`config.mk`:
```
export PLATFORM = sky130hd
export DESIGN_NAME = nco_phase_sequencer
export DESIGN_NICKNAME = d
export VERILOG_FILES = /design/src/rtl/nco_phase_sequencer.sv
export SDC_FILE = /design/constraint.sdc
export NUM_CORES = 1
export LEC_CHECK = 0
export ABC_AREA = 1
export CAP_MARGIN = 5
export CORE_MARGIN = 1
export CORE_UTILIZATION = 45
export DETAILED_ROUTE_END_ITERATION = 16
export PLACE_DENSITY = 0.77
export SLEW_MARGIN = 25
export SYNTH_ARGS = -nofsm -noshare
export SYNTH_HDL_FRONTEND = slang
export SYNTH_SLANG_ARGS = --single-unit
```
`constraint.sdc`:
```
create_clock -name sCLK_XVXENVS -period 5.9 [get_ports sCLK_XVXENVS]
set_clock_uncertainty 0.15 [all_clocks]
set_input_delay 0.885 -clock sCLK_XVXENVS [delete_from_list [all_inputs] [get_ports sCLK_XVXENVS]]
set_output_delay 0.885 -clock sCLK_XVXENVS [all_outputs]
set_load 0.005 [all_outputs]
```
`src/rtl/nco_phase_sequencer.sv`:
```
// NCO state-RAM sequencer: clears the RAM after reset, then on each sample tick sweeps every
// voice/oscillator slot, advancing the 32-bit phase. Optional hard-sync: define NCO_SEQ_SYNC_EN.
module nco_phase_sequencer #(
    parameter int unsigned VOICES  = 32,
    parameter int unsigned V_OSC   = 8,
    parameter int unsigned V_WIDTH = $clog2(VOICES),
    parameter int unsigned O_WIDTH = $clog2(V_OSC)
) (
    input  logic                       sCLK_XVXENVS,
    input  logic                       reset_reg_N,
    input  logic                       sample_tick,
    input  logic [31:0]                phase_inc,
    output logic [V_WIDTH+O_WIDTH-1:0] inc_slot,
    output logic [V_WIDTH+O_WIDTH-1:0] reada_address,
    input  logic [50:0]                qa,
    output logic [V_WIDTH+O_WIDTH-1:0] write_address,
    output logic [50:0]                d,
    output logic                       we,
    output logic [31:0]                phase_out,
    output logic [V_WIDTH+O_WIDTH-1:0] phase_slot,
    output logic                       phase_valid,
    output logic                       busy,
    output logic                       sweep_done,
    output logic                       overrun,
    input  logic                       osc_sync_req,
    input  logic [V_WIDTH+O_WIDTH-1:0] osc_sync_slot
);

    localparam int unsigned SW = V_WIDTH + O_WIDTH;
    localparam int unsigned N  = VOICES * V_OSC;
    localparam logic [SW-1:0] LAST_SLOT = SW'(N - 1);
    localparam logic [SW:0]   CLR_END   = (SW + 1)'(N);

    typedef enum logic [1:0] {S_CLEAR, S_IDLE, S_SWEEP, S_DRAIN} state_t;

    state_t        r_state;
    logic [SW:0]   r_clr_cnt;
    logic          r_rd_v;
    logic [SW-1:0] r_rd_addr;
    logic          r_p1_v;
    logic [SW-1:0] r_p1_slot;
    logic          r_p2_v;
    logic          r_p2_clr;
    logic [SW-1:0] r_inc_slot;
    logic [SW-1:0] r_wr_addr;
    logic [50:0]   r_d;
    logic          r_we;
    logic [31:0]   r_phase_out;
    logic [SW-1:0] r_phase_slot;
    logic          r_phase_valid;
    logic          r_busy;
    logic          r_sweep_done;
    logic          r_overrun;

    logic          w_sync_hit;
    logic [31:0]   w_new_phase;

`ifdef NCO_SEQ_SYNC_EN
    logic [N-1:0] r_pending;

    // Set after clear so a request colliding with its slot's update survives to the next sweep.
    always_ff @(posedge sCLK_XVXENVS) begin
        if (!reset_reg_N) begin
            r_pending <= '0;
        end else begin
            if (r_p2_v && !r_p2_clr)
                r_pending[r_wr_addr] <= 1'b0;
            if (osc_sync_req && r_state != S_CLEAR)
                r_pending[osc_sync_slot] <= 1'b1;
        end
    end

    assign w_sync_hit = r_p2_v && !r_p2_clr && r_pending[r_wr_addr];
`else
    logic w_unused_sync;
    assign w_unused_sync = osc_sync_req ^ (^osc_sync_slot);
    assign w_sync_hit    = 1'b0;
`endif

    assign w_new_phase = w_sync_hit ? '0 : qa[50:19] + phase_inc;

    // Pipeline: read addr (k+1) -> RAM latency (k+2) -> qa/write addr (k+3) -> d/we (k+4).
    always_ff @(posedge sCLK_XVXENVS) begin
        if (!reset_reg_N) begin
            r_state       <= S_CLEAR;
            r_clr_cnt     <= '0;
            r_rd_v        <= 1'b0;
            r_rd_addr     <= '0;
            r_p1_v        <= 1'b0;
            r_p1_slot     <= '0;
            r_p2_v        <= 1'b0;
            r_p2_clr      <= 1'b0;
            r_inc_slot    <= '0;
            r_wr_addr     <= '0;
            r_d           <= '0;
            r_we          <= 1'b0;
            r_phase_out   <= '0;
            r_phase_slot  <= '0;
            r_phase_valid <= 1'b0;
            r_busy        <= 1'b1;
            r_sweep_done  <= 1'b0;
            r_overrun     <= 1'b0;
        end else begin
            r_sweep_done  <= 1'b0;
            r_p1_v        <= r_rd_v;
            r_p1_slot     <= r_rd_addr;
            r_p2_v        <= r_p1_v;
            r_p2_clr      <= 1'b0;
            if (r_p1_v) begin
                r_inc_slot <= r_p1_slot;
                r_wr_addr  <= r_p1_slot;
            end
            r_we          <= r_p2_v;
            r_phase_valid <= r_p2_v && !r_p2_clr;
            if (r_p2_v) begin
                if (r_p2_clr) begin
                    r_d <= '0;
                end else begin
                    r_d          <= {w_new_phase, qa[18:0]};
                    r_phase_out  <= w_new_phase;
                    r_phase_slot <= r_wr_addr;
                end
            end
            if (sample_tick && r_state != S_IDLE)
                r_overrun <= 1'b1;

            case (r_state)
                S_CLEAR: begin
                    // Clear writes enter at the write-address stage; leave once the last has drained.
                    if (r_clr_cnt != CLR_END) begin
                        r_wr_addr <= r_clr_cnt[SW-1:0];
                        r_p2_v    <= 1'b1;
                        r_p2_clr  <= 1'b1;
                        r_clr_cnt <= r_clr_cnt + 1'b1;
                    end else if (!r_p2_v) begin
                        r_state <= S_IDLE;
                        r_busy  <= 1'b0;
                    end
                end
                S_IDLE: begin
                    if (sample_tick) begin
                        r_rd_addr <= '0;
                        r_rd_v    <= 1'b1;
                        r_state   <= S_SWEEP;
                        r_busy    <= 1'b1;
                    end
                end
                S_SWEEP: begin
                    if (r_rd_addr == LAST_SLOT) begin
                        r_rd_v  <= 1'b0;
                        r_state <= S_DRAIN;
                    end else begin
                        r_rd_addr <= r_rd_addr + 1'b1;
                    end
                end
                S_DRAIN: begin
                    if (r_phase_valid && r_phase_slot == LAST_SLOT) begin
                        r_state      <= S_IDLE;
                        r_busy       <= 1'b0;
                        r_sweep_done <= 1'b1;
                    end
                end
                default: r_state <= S_CLEAR;
            endcase
        end
    end

    assign inc_slot      = r_inc_slot;
    assign reada_address = r_rd_addr;
    assign write_address = r_wr_addr;
    assign d             = r_d;
    assign we            = r_we;
    assign phase_out     = r_phase_out;
    assign phase_slot    = r_phase_slot;
    assign phase_valid   = r_phase_valid;
    assign busy          = r_busy;
    assign sweep_done    = r_sweep_done;
    assign overrun       = r_overrun;

endmodule

```
# Yosys cells after proc, flatten, opt, wreduce, memory -nomap -nowiden
# Index checks and enable logic that the tools add are counted.
[op_classes] n_eq_ne=13 reduce_logical=15 addsub=3 bitwise=1 n_mux=24
[ops] cell="51-bit two-way mux" n=1
[ops] cell="8-bit two-way mux" n=5
[ops] cell="32-bit adder" n=1
[ops] cell="8-bit == test, second input constant" n=2
[ops] cell="8-bit one-hot mux with 2 select lines" n=1
[ops] cell="2-bit inequality test, second input constant" n=6
[ops] cell="2-bit two-way mux" n=5
[ops] cell="5-bit AND reduction" n=2
[ops] cell="9-bit by 1-bit adder with 9-bit output, second input constant" n=1
[ops] cell="1-bit two-way mux" n=9
[ops] cell="9-bit inequality test, second input constant" n=1
[ops] cell="8-bit by 1-bit adder with 8-bit output, second input constant" n=1
[ops] cell="2-bit one-hot mux with 4 select lines" n=1
[ops] cell="2-bit AND reduction" n=4
[ops] cell="3-bit AND reduction" n=2
[ops] cell="2-bit == test, second input constant" n=2
[ops] cell="1-bit logical AND" n=3
[ops] cell="1-bit one-hot mux with 3 select lines" n=1
[ops] cell="3-bit nonzero test" n=1
[ops] cell="2-bit by 1-bit == test with 1-bit output, second input constant" n=1
[ops] cell="2-bit logical NOT" n=1
[ops] cell="2-bit by 1-bit inequality test with 1-bit output, second input constant" n=1
[ops] cell="1-bit one-hot mux with 2 select lines" n=1
[ops] cell="2-bit nonzero test" n=1
[ops] cell="2 further kinds" n=2
[word_totals] in_bits=95 elab_cells=74 output_inout_bits=120 regBits=143

# Logic depth before layout (Yosys ltp)
[logic_depth] depth_word=4 ltp_mapped=12 depth_no_buf=12

# Worst setup path after synthesis
# Ideal clock, no wire load.
[synth_timing] path_type="in2reg" start="input port phase_inc[0]" end="register r_d[27] (netlist: d[27])" cell_stages=9 setup_slack_ns=3.336 required_time_ns=5.635 t_arrival_ns=2.299 n_path_buf=0 setup_time_ns=0.115 cell_sequence="ha_1 fa_1 nand3_1 nand3_1 nand2_1 nand3_1 or2_2 nand3_1 nand2_1"
[synth_via] elab_chain_len=2
[synth_lines] item="start: declaration" line="12" text="input logic [31:0] phase_inc,"
[synth_lines] item="32-bit adder" line="80" text="assign w_new_phase = w_sync_hit ? '0 : qa[50:19] + phase_inc;"
[synth_lines] item="51-bit two-way mux" line="116" text="if (r_p2_clr) begin"
[synth_lines] item="end signal: assignment" line="119" text="r_d <= {w_new_phase, qa[18:0]};"
[synth_lines] item="end: declaration" line="46" text="logic [50:0] r_d;"
# Every way passes these cells.
# A chain may end at the register's enable or synchronous reset.

==> impl_metrics.yaml <==
logic_synthesis:
  yosysTopAreaCell: "dfxtp_1"
  synth.avg_cell_area_um2: 6.72
  synth_top_area_share_pct: 38.9
  ys.warnings.count: 0
  synth_enable_flop_cells: 0
  async_flop_share_pct: 0
  yosysSeqAreaShare_pct: 38.9
  synth-seq-cells: 143
  synthesis.nets: 1231
  syn_inst: 1096
  yosys_most_used_dff: "dfxtp_1"
  yosysUniqueCellTypes: 39
  ys_top_cells_by_area: "dfxtp_1 (39%), nand2_1 (20%), inv_1 (7.6%)"
  synth_area_um2: 7360
cts:
  clk_pin_slew_ns: 0.06
  cts_buffers: 17
  post-cts-setup-buffers: 0
  cts-root-buf: "clkbuf_16"
  cts_tree: "done"
  htreeDepth: 4
  ctsResizeCount: 0
  cts_hold_buf: 0
  max-clock-path-buffers: 2
  clock_latency_ns: 0.43
  clock_sinks: 143
grt:
  grt_overflow_total: 0
  grt_usage_pct: 25.4
  grt_pass1_wl_um: 33200
  grt_max_degree: 43
  grt_pass1_vias: 6796
  grt_antenna_before_repair: 0
timing:
  rsz0062_at_grt: "false"
  fin_tns_setup_ns: 0
  fin_crit_ns: 3.33
  drv_slew: 0
  relSlewSlack_pct: 33.7
  whs_ns: 0.280
  finalSetupViolations: 0
  hold_violations: 0
  fin_crit_sh_pct: 56.4
  max_freq_mhz: 301
  worst_pin_slew_ns: 0.992
pwr:
  power.density_nw_per_um2: 338
  p_leak_nw: 4.93
  peakVddDrop_v: 0.000222
floorplan:
  die_area_um2: 16900
  coreArea_um2: 15900
  die_w_um: 130
  rows: 46
  die_y_um: 130
  io_pins: 215
  start_util_pct: 46.2
routing:
  totalWireLength_um: 21000
  drt-wirelength-per-cell_um: 13.8
  drt_iter0_drc: 442
  vias_per_cell: 4.97
  first_pass_iters: 5
  drcViolationCount: 0
  antenna_left: 0
  vias: 7576
run:
  max_cap_violations: 0
status:
  status: "finished clean"
layout:
  final_core_util_pct: 63.9
  drive_gt1_share_pct: 4.28
  final_nets: 1429
  synthToLayoutAreaGrowth_pct: 38.4
  antenna_cells: 0
critical_path:
  crit_top_cell: "nand2_1"
  worstPathCellList: "buf_2 > nand2_1 > nor2_4 > inv_1 > a21oi_1 > o21ai_0 > nand2_1"
  crit_family: "simple AND/OR/NAND/NOR gates"
  crit_start: "reset_reg_N"
  slowest_delay_ns: 0.79
  start_kind: "input port"
  path_class: "input port to flop"
  worstSetupEndpointType: "flop"
  cp_slowest_cell: "nor2_4"
  worst-path-max-fanout: 42
  arrival_ns: 3.54
  critical_path_required_ns: 6.12
  rr_startpoint: "r_p2_v$_SDFF_PN0_"
  path_buf_inv: 2
place:
  io_buffers: 205
  dp_hpwl_um: 15800
  gp_congestion: 0.928
hold_path:
  hold_class: "flop to flop"
  hp-start: "r_rd_v$_SDFFE_PN0P_"
==> area by class of cell <==
cell class | count | area [um^2]
clock inverters | 13 | 149
well taps | 216 | 270
inverters | 153 | 576
repair buffers | 208 | 2070
clock buffers | 19 | 453
multi-input cells | 771 | 3810
fillers | 1455 | 5750
flip-flops and latches | 143 | 2860
==> Yosys cell counts (7+ instances only) <==
library cell and instances:
a21oi_1 63, a22o_1 19, buf_2 10, clkbuf_1 16
dfxtp_1 143, ha_1 39, inv_1 149, nand2_1 383
nand3_1 90, nand4_1 8, nor2_1 73, nor3_1 7
o21ai_0 40
==> cells by family after synthesis <==
family / share of synthesized area, %
DFF: 38.9
buffers and inverters: 9.50
AOI/OAI and AO/OA: 11.1
xor gates and xnor gates: 0.833
adders and majority gates: 6.90
and+or+nand+nor: 32.8
==> tightest hold or removal path: cells and delay by family, from the launching register on <==
family	cells	cell delay, ns
buffers and inverters	1	0.04
flip-flops	1	0.30
AND/OR/NAND/NOR	1	0.05
==> registers in the layout, summed over array words and instances (netlist names), 8 cells and up <==
signal         cells
d                 51
inc_slot           8
phase_out         32
phase_slot         8
r_clr_cnt          9
r_p1_slot          8
reada_address      8
write_address      8
==> where the power goes <==
part	internal, W	leakage [nW]	switching [W]
clock	0.000652	0.293	0.000437
combinational	0.000524	3.47	0.000551
sequential	0.00116	1.17	0.000126
total	0.00234	4.93	0.00111
==> cells in the final DEF, fill, tap and decap left out, types with 3 or more instances in the layout <==
cell	synthesis	routed
clkinv_2	0	3
clkbuf_16	0	17
nand3b_1	4	4
nand2_1	383	383
nand3_1	90	90
xor2_1	5	5
a22o_1	19	19
inv_6	0	4
nor3_1	7	7
o21ai_1	3	3
nor2_1	73	72
ha_1	39	39
buf_4	1	3
nand4_1	8	8
inv_1	149	149
a21o_1	3	3
dfxtp_1	143	143
o21bai_1	4	4
a21oi_1	63	63
o21ai_0	40	40
clkdlybuf4s50_1	0	204
nand2_2	5	5
a31oi_1	4	4
==> per-layer routing <==
metal | track usage (%) | routed length, um
met2 | 42.6 | 9730
met3 | 6.40 | 1620
met4 | 9.17 | 330
met5 | 0 | 0
met1 | 31.5 | 9280
==> stage by stage <==
step / instances / power (W) / setup slack [ns] / area, um^2
after floorplan: 1096 / 0.00181 / 3.34 / 7360
after global placement: 1491 / 0.00235 / 2.20 / 9590
after detailed placement: 1491 / 0.00237 / 2.17 / 9590
after CTS: 1523 / 0.00347 / 2.61 / 10200
after global routing: 1523 / 0.00366 / 2.30 / 10200
final: 1523 / 0.00345 / 2.57 / 10200
==> worst paths after layout <==
check                                    to  slack (ns)  depth (start not counted)
setup / recovery  phase_out[9]$_SDFFE_PN0P_        2.57                          7
hold / removal            r_p1_v$_SDFF_PN0_        0.28                          2
setup reg to reg  phase_out[9]$_SDFFE_PN0P_        3.37                          6
hold reg to reg           r_p1_v$_SDFF_PN0_        0.28                          2
Power figures use the tool's default switching activity.
